--- src/rtl/spawn_pkg.sv ---
// Shared types and helpers for the obstacle-spawn scheduler.
// Holds the FSM state enum, LFSR width, default seed and the LFSR step function.
package spawn_pkg;

    localparam int unsigned LFSR_W = 4;
    localparam logic [LFSR_W-1:0] DEFAULT_SEED = 4'b1111;

    typedef enum logic [1:0] {
        StIdle,
        StWait,
        StDraw,
        StOffer
    } spawn_state_t;

    // Maximal-length 4-bit sequence (period 15); all-zero is a lock-up state.
    function automatic logic [LFSR_W-1:0] lfsr4_next(input logic [LFSR_W-1:0] r);
        return {r[2:0], r[3] ^ r[0]};
    endfunction

endpackage

--- src/rtl/lfsr4_step.sv ---
// 4-bit LFSR register that advances one step per cycle while `step` is high.
module lfsr4_step
    import spawn_pkg::*;
#(
    parameter logic [LFSR_W-1:0] SEED = DEFAULT_SEED
) (
    input  logic              clk,
    input  logic              rst,
    input  logic              step,
    output logic [LFSR_W-1:0] q
);

    always_ff @(posedge clk or posedge rst) begin
        if (rst) begin
            q <= SEED;
        end else if (step) begin
            q <= lfsr4_next(q);
        end
    end

endmodule

--- src/rtl/spawn_scheduler.sv ---
// Obstacle-spawn scheduler: counts frames between spawns, draws lane and gap from an LFSR.
// Optional SPAWN_PAUSE_EN adds a `pause` input that freezes the frame count in WAIT.
module spawn_scheduler
    import spawn_pkg::*;
#(
    parameter int unsigned       NUM_LANES = 3,
    parameter int unsigned       GAP_MIN   = 8,
    parameter int unsigned       GAP_STEP  = 4,
    parameter logic [LFSR_W-1:0] SEED      = DEFAULT_SEED
) (
    input  logic       clk,
    input  logic       rst,
    input  logic       run,
    input  logic       frame_tick,
`ifdef SPAWN_PAUSE_EN
    input  logic       pause,
`endif
    input  logic       spawn_ready,
    output logic       spawn_valid,
    output logic [1:0] spawn_lane,
    output logic [3:0] rnd,
    output logic       busy
);

    spawn_state_t state_q, state_d;
    logic [7:0]   cnt_q, cnt_d;
    logic [7:0]   gap_q, gap_d;
    logic [1:0]   lane_q, lane_d;
    logic         valid_q, valid_d;
    logic         busy_q, busy_d;

    logic         tick_en;
    logic         lfsr_step;
    logic [3:0]   rnd_post;
    logic [2:0]   lane_raw;
    logic [1:0]   lane_fold;
    logic [7:0]   gap_new;

`ifdef SPAWN_PAUSE_EN
    assign tick_en = frame_tick & ~pause;
`else
    assign tick_en = frame_tick;
`endif

    assign lfsr_step = (state_q == StDraw);

    lfsr4_step #(
        .SEED(SEED)
    ) u_lfsr (
        .clk (clk),
        .rst (rst),
        .step(lfsr_step),
        .q   (rnd)
    );

    // Lane and gap are derived from the value the LFSR takes at the end of DRAW.
    assign rnd_post  = lfsr4_next(rnd);
    assign lane_raw  = {1'b0, rnd_post[1:0]};
    assign lane_fold = (lane_raw >= 3'(NUM_LANES)) ? 2'(lane_raw - 3'(NUM_LANES))
                                                   : rnd_post[1:0];
    assign gap_new   = 8'(GAP_MIN) + 8'(rnd_post[3:2]) * 8'(GAP_STEP);

    always_comb begin
        state_d = state_q;
        cnt_d   = cnt_q;
        gap_d   = gap_q;
        lane_d  = lane_q;
        valid_d = valid_q;

        if (!run) begin
            // Dropping run wins over a same-cycle handshake.
            state_d = StIdle;
            valid_d = 1'b0;
        end else begin
            unique case (state_q)
                StIdle: begin
                    state_d = StWait;
                    cnt_d   = 8'(GAP_MIN);
                end
                StWait: begin
                    if (tick_en) begin
                        cnt_d = cnt_q - 8'd1;
                        if (cnt_q == 8'd1) begin
                            state_d = StDraw;
                        end
                    end
                end
                StDraw: begin
                    lane_d  = lane_fold;
                    gap_d   = gap_new;
                    valid_d = 1'b1;
                    state_d = StOffer;
                end
                StOffer: begin
                    if (valid_q && spawn_ready) begin
                        valid_d = 1'b0;
                        cnt_d   = gap_q;
                        state_d = StWait;
                    end
                end
                default: state_d = StIdle;
            endcase
        end

        busy_d = (state_d != StIdle);
    end

    always_ff @(posedge clk or posedge rst) begin
        if (rst) begin
            state_q <= StIdle;
            cnt_q   <= 8'd0;
            gap_q   <= 8'(GAP_MIN);
            lane_q  <= 2'd0;
            valid_q <= 1'b0;
            busy_q  <= 1'b0;
        end else begin
            state_q <= state_d;
            cnt_q   <= cnt_d;
            gap_q   <= gap_d;
            lane_q  <= lane_d;
            valid_q <= valid_d;
            busy_q  <= busy_d;
        end
    end

    assign spawn_valid = valid_q;
    assign spawn_lane  = lane_q;
    assign busy        = busy_q;

endmodule

--- config.mk ---
export PLATFORM = sky130hd
export DESIGN_NAME = spawn_scheduler
export DESIGN_NICKNAME = d
export VERILOG_FILES = /design/src/rtl/spawn_pkg.sv /design/src/rtl/lfsr4_step.sv /design/src/rtl/spawn_scheduler.sv
export SDC_FILE = /design/constraint.sdc
export NUM_CORES = 1
export LEC_CHECK = 0
export BUFFER_PORTS_ARGS = -buffer_cell sky130_fd_sc_hd__buf_2
export CORE_MARGIN = 1
export CORE_UTILIZATION = 45
export DETAILED_ROUTE_END_ITERATION = 10
export PLACE_DENSITY_LB_ADDON = 0.3
export SETUP_SLACK_MARGIN = 0.5
export SYNTH_ARGS = -nofsm -noshare
export SYNTH_HDL_FRONTEND = slang
export SYNTH_SLANG_ARGS = --single-unit
--- constraint.sdc ---
create_clock -name clk -period 2.75 [get_ports clk]
set_input_delay 0.275 -clock clk [delete_from_list [all_inputs] [get_ports clk]]
set_output_delay 0.275 -clock clk [all_outputs]
set_load 0.02 [all_outputs]
[Word-level counts from Yosys, hierarchy flattened]
Index checks and enable logic that the tools add are counted.
Word-level totals
  input bits: 5
  output and inout port bits: 8
  register bits: 26
  word-level logic and storage cells: 39
Cells by class
  add/sub/neg operators: 3
  magnitude comparators: 1
  bitwise operators: 1
  reductions and logical operators: 7
  eq/ne operators: 8
  mux-type cells: 12
Operators with widths (number)
  $pmux 8 s3: 1
  $mux 8: 2
  $mux 2: 5
  $eq 8x1->1 const B: 1
  $pmux 2 s4: 1
  $sub 8x1->8 const B: 1
  $add 4x4->5 const A: 1
  $eq 2x2->1 const B: 2
  $ne 2x2->1 const B: 2
  $reduce_and 2->1: 2
  $reduce_and 4->1: 1
  $ne 3x1->1 const B: 1
  $ne 3x3->1 const B: 1
  $reduce_bool 3->1: 1
  $eq 2x1->1 const B: 1
  $ge 2x2->1 const B: 1
  $logic_not 2->1: 1
  $mux 1: 2
  $pmux 1 s2: 1
  $reduce_bool 2->1: 1
  $sub 2x2->2 const B: 1
  $logic_and 1x1->1: 1
  $xor 1x1->1: 1

[Depth between registers and ports, before layout]
Gate-level depths: netlist (run 1).
  word-level depth: 6
  mapped depth: 6
  gate-level depth less buffers: 5

[Modules after synthesis]
Synthesis (run 1) repeated with hierarchy kept, for this count alone.
Unflattened totals
  cells, all modules: 101
  area, all modules: 1072.3 sq um
Modules (own cells, without submodules)
  spawn_scheduler: cells each 91, sequential area each 426.7 sq um, area each 917.1 sq um, times used 1
  lfsr4_step: cells each 10, sequential area each 105.1 sq um, area each 155.1 sq um, times used 1

[Worst setup path after synthesis (run 1)]
No wires, ideal clock.
  kind: register to register
  start point: reg state_q[0]
  end point: reg gap_q[2]
  cell stages (with the launch flop): 6
  path slack: 1.335 ns
  setup time: 0.125 ns
  buffers on the path: 2
  required time: 2.625 ns
  clock period less this slack: 1.415 ns
  arrival: 1.290 ns
  path through: dfrtp_1 nand2b_1 buf_6 or2_1 buf_6 mux2_4
Between the ends
  cells in the longest elaborated chain, start to end: 2
Ends and longest elaborated chain
  start, declared: line spawn_scheduler.sv:25  | spawn_state_t state_q, state_d;
  start signal, assigned: line spawn_scheduler.sv:110  | state_q <= StIdle;
  start signal, assigned: line spawn_scheduler.sv:117  | state_q <= state_d;
  $eq 2x2->1: line spawn_scheduler.sv:75  | unique case (state_q)
  $reduce_and 2->1 (no source line)
  end signal, assigned: line spawn_scheduler.sv:112  | gap_q <= 8'(GAP_MIN);
  end signal, assigned: line spawn_scheduler.sv:119  | gap_q <= gap_d;
  end, declared: line spawn_scheduler.sv:27  | logic [7:0] gap_q, gap_d;
No other way between the ends.
A chain may end at the register's enable or synchronous reset.

[Worst setup path in the final report (run 1)]
  start point: reg state_q[1]
  end point: reg cnt_q[3]
Between the ends
  cells in the longest elaborated chain, start to end: 3
  elaborated cells between the ends (all ways): 8
  those cells by class: eq/ne (4); mux (1); reduce/logical (3)
Ends and longest elaborated chain
  $eq 2x2->1, or another cell as far along: line spawn_scheduler.sv:75
  $ne 2x2->1 (no source line) or $reduce_bool 3->1 (tied branches)
  $reduce_and 4->1 (no source line)
  end signal, assigned: line spawn_scheduler.sv:118  | cnt_q <= cnt_d;
  end, declared: line spawn_scheduler.sv:26  | logic [7:0] cnt_q, cnt_d;
Parallel ways exist; a longest one is shown, timed or not.

==> results of run 1 <==
-- cell type report --
| cell class | instances | area (um^2) | share of cell area |
|---|---|---|---|
| Multi-Input combinational cell | 71 | 479 | 0.415 |
| Timing Repair Buffer | 12 | 60.1 | 0.0520 |
| Sequential cell | 21 | 532 | 0.460 |
| Tap cell | 28 | 35.0 | 0.0303 |
| Inverter | 6 | 22.5 | 0.0195 |
| Clock buffer | 4 | 26.3 | 0.0228 |
-- worst reg2reg max path, delay by kind of cell, from the launching register on --
| kind | cells | cell delay (ns) |
|---|---|---|
| AOI/OAI and AO/OA | 2 | 0.69 |
| and+or+nand+nor | 2 | 0.45 |
| DFF | 1 | 0.46 |
-- through the flow --
step	power, mW	std cells	setup slack (ns)	hold slack (ns)	util
after floorplan	0.510	106	1.34	0.248	-
after global placement	0.547	138	1.16	0.445	0.501
after detailed placement	0.549	138	1.09	0.452	0.501
after CTS	0.698	142	1.06	0.114	0.512
after global routing	0.736	142	0.917	0.130	0.512
final	0.692	142	1.05	0.0837	0.512
-- metal layers --
| layer | track usage | part of all wire | wire [um] |
|---|---|---|---|
| met5 | 0 | 0 | 0 |
| met4 | 0.0856 | 0.0052 | 10 |
| met3 | 0.0238 | 0.030 | 58 |
| met2 | 0.283 | 0.48 | 915 |
| met1 | 0.231 | 0.49 | 932 |
-- Yosys cell counts --
master / instances / area, um^2
inv_1: 6 / 22.5
buf_2: 1 / 5.00
buf_4: 4 / 30.0
nand2b_1: 3 / 18.8
clkbuf_1: 1 / 3.75
dfstp_2: 5 / 131
buf_6: 2 / 22.5
nor2_1: 8 / 30.0
o21ai_0: 12 / 60.1
and3_1: 4 / 25.0
nor4_1: 1 / 6.26
dfrtp_1: 16 / 400
a22o_2: 1 / 10.0
mux2i_1: 2 / 20.0
a21oi_1: 4 / 20.0
nand2_1: 12 / 45.0
or2b_1: 1 / 7.51
nand3_1: 2 / 10.0
or2_1: 1 / 6.26
and2_2: 1 / 7.51
o221ai_2: 1 / 15.0
nand3b_1: 1 / 7.51
a31oi_1: 1 / 6.26
nor3_1: 1 / 5.00
ha_1: 4 / 50.1
mux2_2: 2 / 22.5
nor4_2: 1 / 12.5
nor3_2: 1 / 10.0
mux2_4: 4 / 60.1
o22a_1: 1 / 8.76
o31ai_1: 2 / 15.0
-- registers in the layout (all words and copies together), names as in the netlist --
name and cells:
cnt_q 8, u_lfsr.q 4, gap_q 3, spawn_lane 2, state_q 2, busy 1, spawn_valid 1
-- how the worst max path moves through the flow --
stage	from	end	slack, ns	cells after the start
6_report	state_q[1]$_DFF_PP0_	cnt_q[3]$_DFFE_PP0P_	1.05	4
5_1_grt	state_q[1]$_DFF_PP0_	cnt_q[3]$_DFFE_PP0P_	0.92	4
4_1_cts	state_q[1]$_DFF_PP0_	cnt_q[3]$_DFFE_PP0P_	1.06	4
3_5_place_dp	state_q[1]$_DFF_PP0_	cnt_q[3]$_DFFE_PP0P_	1.09	4
3_3_place_gp	state_q[1]$_DFF_PP0_	cnt_q[3]$_DFFE_PP0P_	1.16	4
2_1_floorplan	state_q[0]$_DFF_PP0_	gap_q[2]$_DFFE_PP0P_	1.34	5
-- power breakdown --
group	internal (mW)	leakage (nW)	total (mW)	switching (mW)
registers	0.350	0.260	0.399	0.0491
logic	0.0669	0.286	0.146	0.0790
clock network	0.0565	0.0150	0.147	0.0909
-- logic make-up (layout without fill, tap and decap cells) --
| family | Yosys count | count (layout) | synth area share |
|---|---|---|---|
| AND/OR/NAND/NOR | 37 | 37 | 0.175 |
| AO/OA/AOI/OAI | 22 | 22 | 0.123 |
| flip-flops | 21 | 21 | 0.486 |
| buffers and inverters | 14 | 22 | 0.0766 |
| multiplexers | 8 | 8 | 0.0937 |
| adder cells (fa/ha/maj) | 4 | 4 | 0.0457 |
==> metrics, run 1 <==
Setup TNS 0 ns; P_leak 0.562 nW; Final Hold Viols 0; Layout Nets 124; sequential share of the synthesized area 0.486; diode count 0; DIE AREA 0.00263 mm^2; num ports 13; max cap viols 0; Die Width 51.3 um; post-CTS setup buffer count 0; crit-path leading delay family compound AO/OA/AOI/OAI gates; Area growth, synth to finish 5.49%; final WL 1920 um; Final setup viols 0; GRT Total Usage 0.175; first-pass GRT wire length 3370 um; CP cell instances nand2b_1 > o221ai_2 > nor2_1 > o22a_1; period utilization 0.618; router iterations before antenna repair 4; hpwl dp 1440 um; Max H-tree Level 1; Rel. slew slack 0.499; Crit path largest cell delay 0.49 ns; Vias/cell 5.50; Yosys cell types 31; Syn Std Cell Area 0.00109 mm^2; ANT nets after route 0; vias 781; placed inst area 0.00113 mm^2; layout cell share with drive strength beyond 1 0.272; grt ovf 0; IO buf count 12; initial antenna violation count 0; Syn Area/Cell 10.3 um^2; most frequent cells in the layout dfrtp_1, nand2_1, o21ai_0, buf_2, nor2_1; Worst setup EP type flop; commonest non-fill, non-tap cell in the layout dfrtp_1; Gate Count Post-Synth 106; row cnt 17; fin area 0.00115 mm^2; RD Place Congestion 0.797; Filler cells 221; post-synth net total 115; warnings from Yosys 0; drt drc 0; initial drt markers 15; crit path max fanout 12; FF+latch count, synth 21; Setup CP Type flop to flop; cts bufs inserted 3; Setup Skew 0.00714 ns; worst r2r src state_q[1]$_DFF_PP0_; fmax 589 MHz; slowest stage cell, crit path o221ai_2; core area 0.00225 mm^2; # hold bufs at CTS 0; R2R setup slack 1.05 ns; worst path bufs/invs 0; Max clock buf depth 2; vias in the first global route 775; Slew Limit Fails 0; slew of the pin with the lowest slew margin 0.751 ns; CP Data Arrival Time 1.90 ns; Cell Pwr Density 599 mW/mm^2; required time worst endpoint 2.95 ns; Die Span Y 51.3 um; initial cell density of the core 0.486; worst reg2reg path depth 4; worst vdd ir 0.397 mV; clk slew on worst S/H paths 0.12 ns; outcome completed; clock sink total 21; min cycle time layout 1.70 ns; largest net degree at the start of global routing 22; R2R Path End cnt_q[3]$_DFFE_PP0P_; HP Class primary input to asynchronous set/reset pin; CTS tree built; WL/cell 13.5 um; clk_lat worst skew 0.30 ns; CTS root buf clkbuf_4; Startpoint Class flop; RSZ-0062 raised after global routing false; Gates resized, CTS repair 0
Note: power is estimated with default switching activity, not from simulation.
==> run 2, diff against run 1 <==
==> constraint.sdc (replaced) <==
create_clock -name clk -period 1.7 [get_ports clk]
set_input_delay 0.17 -clock clk [delete_from_list [all_inputs] [get_ports clk]]
set_output_delay 0.17 -clock clk [all_outputs]
set_load 0.02 [all_outputs]
==> metrics, run 2 (synthesized netlist as in run 1, its figures left out) <==
outcome completed (unchanged); hpwl dp 1380 um (was 1440 um); worst vdd ir 0.694 mV (was 0.397 mV); Vias/cell 5.46 (was 5.50); Crit path largest cell delay 0.44 ns (was 0.49 ns); Sw Share 0.334 (was 0.316); router iterations before antenna repair 4 (unchanged); P_leak 0.733 nW (was 0.562 nW); initial antenna violation count 0 (unchanged); slew of the pin with the lowest slew margin 0.290 ns (was 0.751 ns); first-pass GRT wire length 4190 um (was 3370 um); most frequent cells in the layout buf_4, dfrtp_1, buf_6 (was dfrtp_1, nand2_1, o21ai_0, buf_2, nor2_1); Filler cells 166 (was 221); Setup TNS 0 ns (unchanged); largest net degree at the start of global routing 22 (unchanged); post-place setup slack 0.301 ns (was 1.09 ns); Core Util, Final 0.685 (was 0.512); register area 536 um^2 (was 532 um^2); area of the multi-input gates 594 um^2 (was 479 um^2); max FFs per register 8 (unchanged); placed inst area 0.00117 mm^2 (was 0.00113 mm^2); Hold Startpoint run; Final Non-Filler Cells 170 (was 142); WHS Path Cells 1; cts bufs inserted 3 (unchanged); Slew Limit Fails 0 (unchanged); Die Width 51.3 um (unchanged); period utilization 0.784 (was 0.618); R2R Path End cnt_q[1]$_DFFE_PP0P_ (was cnt_q[3]$_DFFE_PP0P_); Rel. slew slack 0.806 (was 0.499); Comb pwr share 0.339 (was 0.211); clock network fraction of total power 0.177 (was 0.213); Layout Nets 152 (was 124); core area 0.00225 mm^2 (unchanged); final hold slack 0.0454 ns (was 0.0837 ns); R2R setup slack 0.37 ns (was 1.05 ns); HP Class primary input to flop (was primary input to asynchronous set/reset pin); Hold Crit Endpoint busy$_DFF_PP0_; clk slew on worst S/H paths 0.12 ns (about the same); worst reg2reg path depth 5 (was 4); fmax 750 MHz (was 589 MHz); ANT nets after route 0 (unchanged); PnR Total Power 1.37 mW (was 0.692 mW); CTS root buf clkbuf_4 (unchanged); DIE AREA 0.00263 mm^2 (unchanged); max cap viols 0 (unchanged); Int Power 0.913 mW (was 0.473 mW); CP Data Arrival Time 1.54 ns (was 1.90 ns); GRT Total Usage 0.215 (was 0.175); commonest non-fill, non-tap cell in the layout buf_4 (was dfrtp_1); row cnt 17 (unchanged); IO buf count 12 (unchanged); initial drt markers 25 (was 15); initial cell density of the core 0.486 (unchanged); Setup Skew 0.000929 ns (was 0.00714 ns); Die Span Y 51.3 um (unchanged); Biggest register cnt_q (unchanged); Max clock buf depth 2 (unchanged); layout cell share with drive strength beyond 1 0.535 (was 0.272); clock sink total 21 (unchanged); RSZ-0062 raised after global routing true (was false); vias in the first global route 929 (was 775); CP cell instances and3_4 > o221ai_4 > buf_6 > nand2_2 > o31ai_1 (was nand2b_1 > o221ai_2 > nor2_1 > o22a_1); Area growth, synth to finish 41.1% (was 5.49%); Cell Pwr Density 887 mW/mm^2 (was 599 mW/mm^2); slowest stage cell, crit path dfrtp_1 (was o221ai_2); final worst slack 0.366 ns (was 1.05 ns); num ports 13 (unchanged); Setup CP Type flop to flop (unchanged); biggest regs cnt_q x8, u_lfsr.q x4, gap_q x3 (unchanged); worst r2r src state_q[0]$_DFF_PP0_ (was state_q[1]$_DFF_PP0_); required time worst endpoint 1.90 ns (was 2.95 ns); Max H-tree Level 1 (unchanged); crit path max fanout 6 (was 12); grt ovf 0 (unchanged); drt drc 0 (unchanged); diode count 0 (unchanged); clk_lat worst skew 0.30 ns (about the same); Startpoint Class flop (unchanged); Final Hold Viols 0 (unchanged); min cycle time layout 1.33 ns (was 1.70 ns); Final setup viols 0 (unchanged); vias 929 (was 781); dpl cells 141 (was 138); CTS tree built (unchanged); sequential power share 0.484 (was 0.576); final WL 2720 um (was 1920 um); Switch Pwr 0.458 mW (was 0.219 mW); RD Place Congestion 0.813 (was 0.797); Worst setup EP type flop (unchanged); WL/cell 16.0 um (was 13.5 um); fin area 0.00155 mm^2 (was 0.00115 mm^2)
[run 2: cell count changes in the layout (fill, tap and decap cells not counted), sizes merged]
cell         delta
buf            +27
dlygate4sd3     +1
clkinv          +1
clkbuf          -1
[run 2: worst max path at each step]
stage	start	to	slack, ns	cells past startpoint
2_1_floorplan	state_q[0]$_DFF_PP0_	gap_q[2]$_DFFE_PP0P_	0.30	5
3_3_place_gp	cnt_q[2]$_DFFE_PP0P_	cnt_q[5]$_DFFE_PP0P_	0.29	4
3_5_place_dp	state_q[0]$_DFF_PP0_	gap_q[2]$_DFFE_PP0P_	0.30	3
4_1_cts	state_q[1]$_DFF_PP0_	spawn_lane[1]$_DFFE_PP0P_	0.42	4
5_1_grt	state_q[1]$_DFF_PP0_	state_q[1]$_DFF_PP0_	0.32	5
6_report	state_q[0]$_DFF_PP0_	cnt_q[1]$_DFFE_PP0P_	0.37	5
[run 2: timing repair]
item | in CTS | in global routing
gates resized for setup | 26 | 19
hold endpoints to repair | 16 | 0
setup endpoints to repair | 19 | 22
buffers inserted | 17 | 7
hold buffers | 1 | 0
pin swaps | 12 | 5
gates cloned | 0 | 0
[run 2: routing by layer]
metal,vias to the layer above,track usage,share of wire,wire length [um]
met3,2,0.0208,0.026,70
met2,24,0.360,0.51,1380
met1,471,0.287,0.46,1260
met4,0,0.0811,0.0044,12
met5,-,0,0,0
li1,432,-,-,-
[run 2: layout make-up]
type | instances | share of cell area
timing repair buffer | 40 | 0.214
sequential | 21 | 0.347
multi-input combinational | 71 | 0.385
tap | 28 | 0.0227
clock buffer | 3 | 0.0146
inverter | 6 | 0.0146
clock inverter | 1 | 0.00324
[run 2: critical path: cells and delay by family (launching register included)]
family          cells  cell delay, ns
compound gates      2            0.36
buf+inv             1            0.19
flops               1            0.44
simple gates        2            0.24
[run 2: power by group through the flow]
stage | clock (mW) | sequential, mW | combinational [mW]
global route | 0.270 | 0.671 | 0.500
global placement | 0 | 0.668 | 0.246
floorplan | 0 | 0.651 | 0.204
finish | 0.243 | 0.663 | 0.465
CTS | 0.248 | 0.656 | 0.382
detailed placement | 0 | 0.668 | 0.249
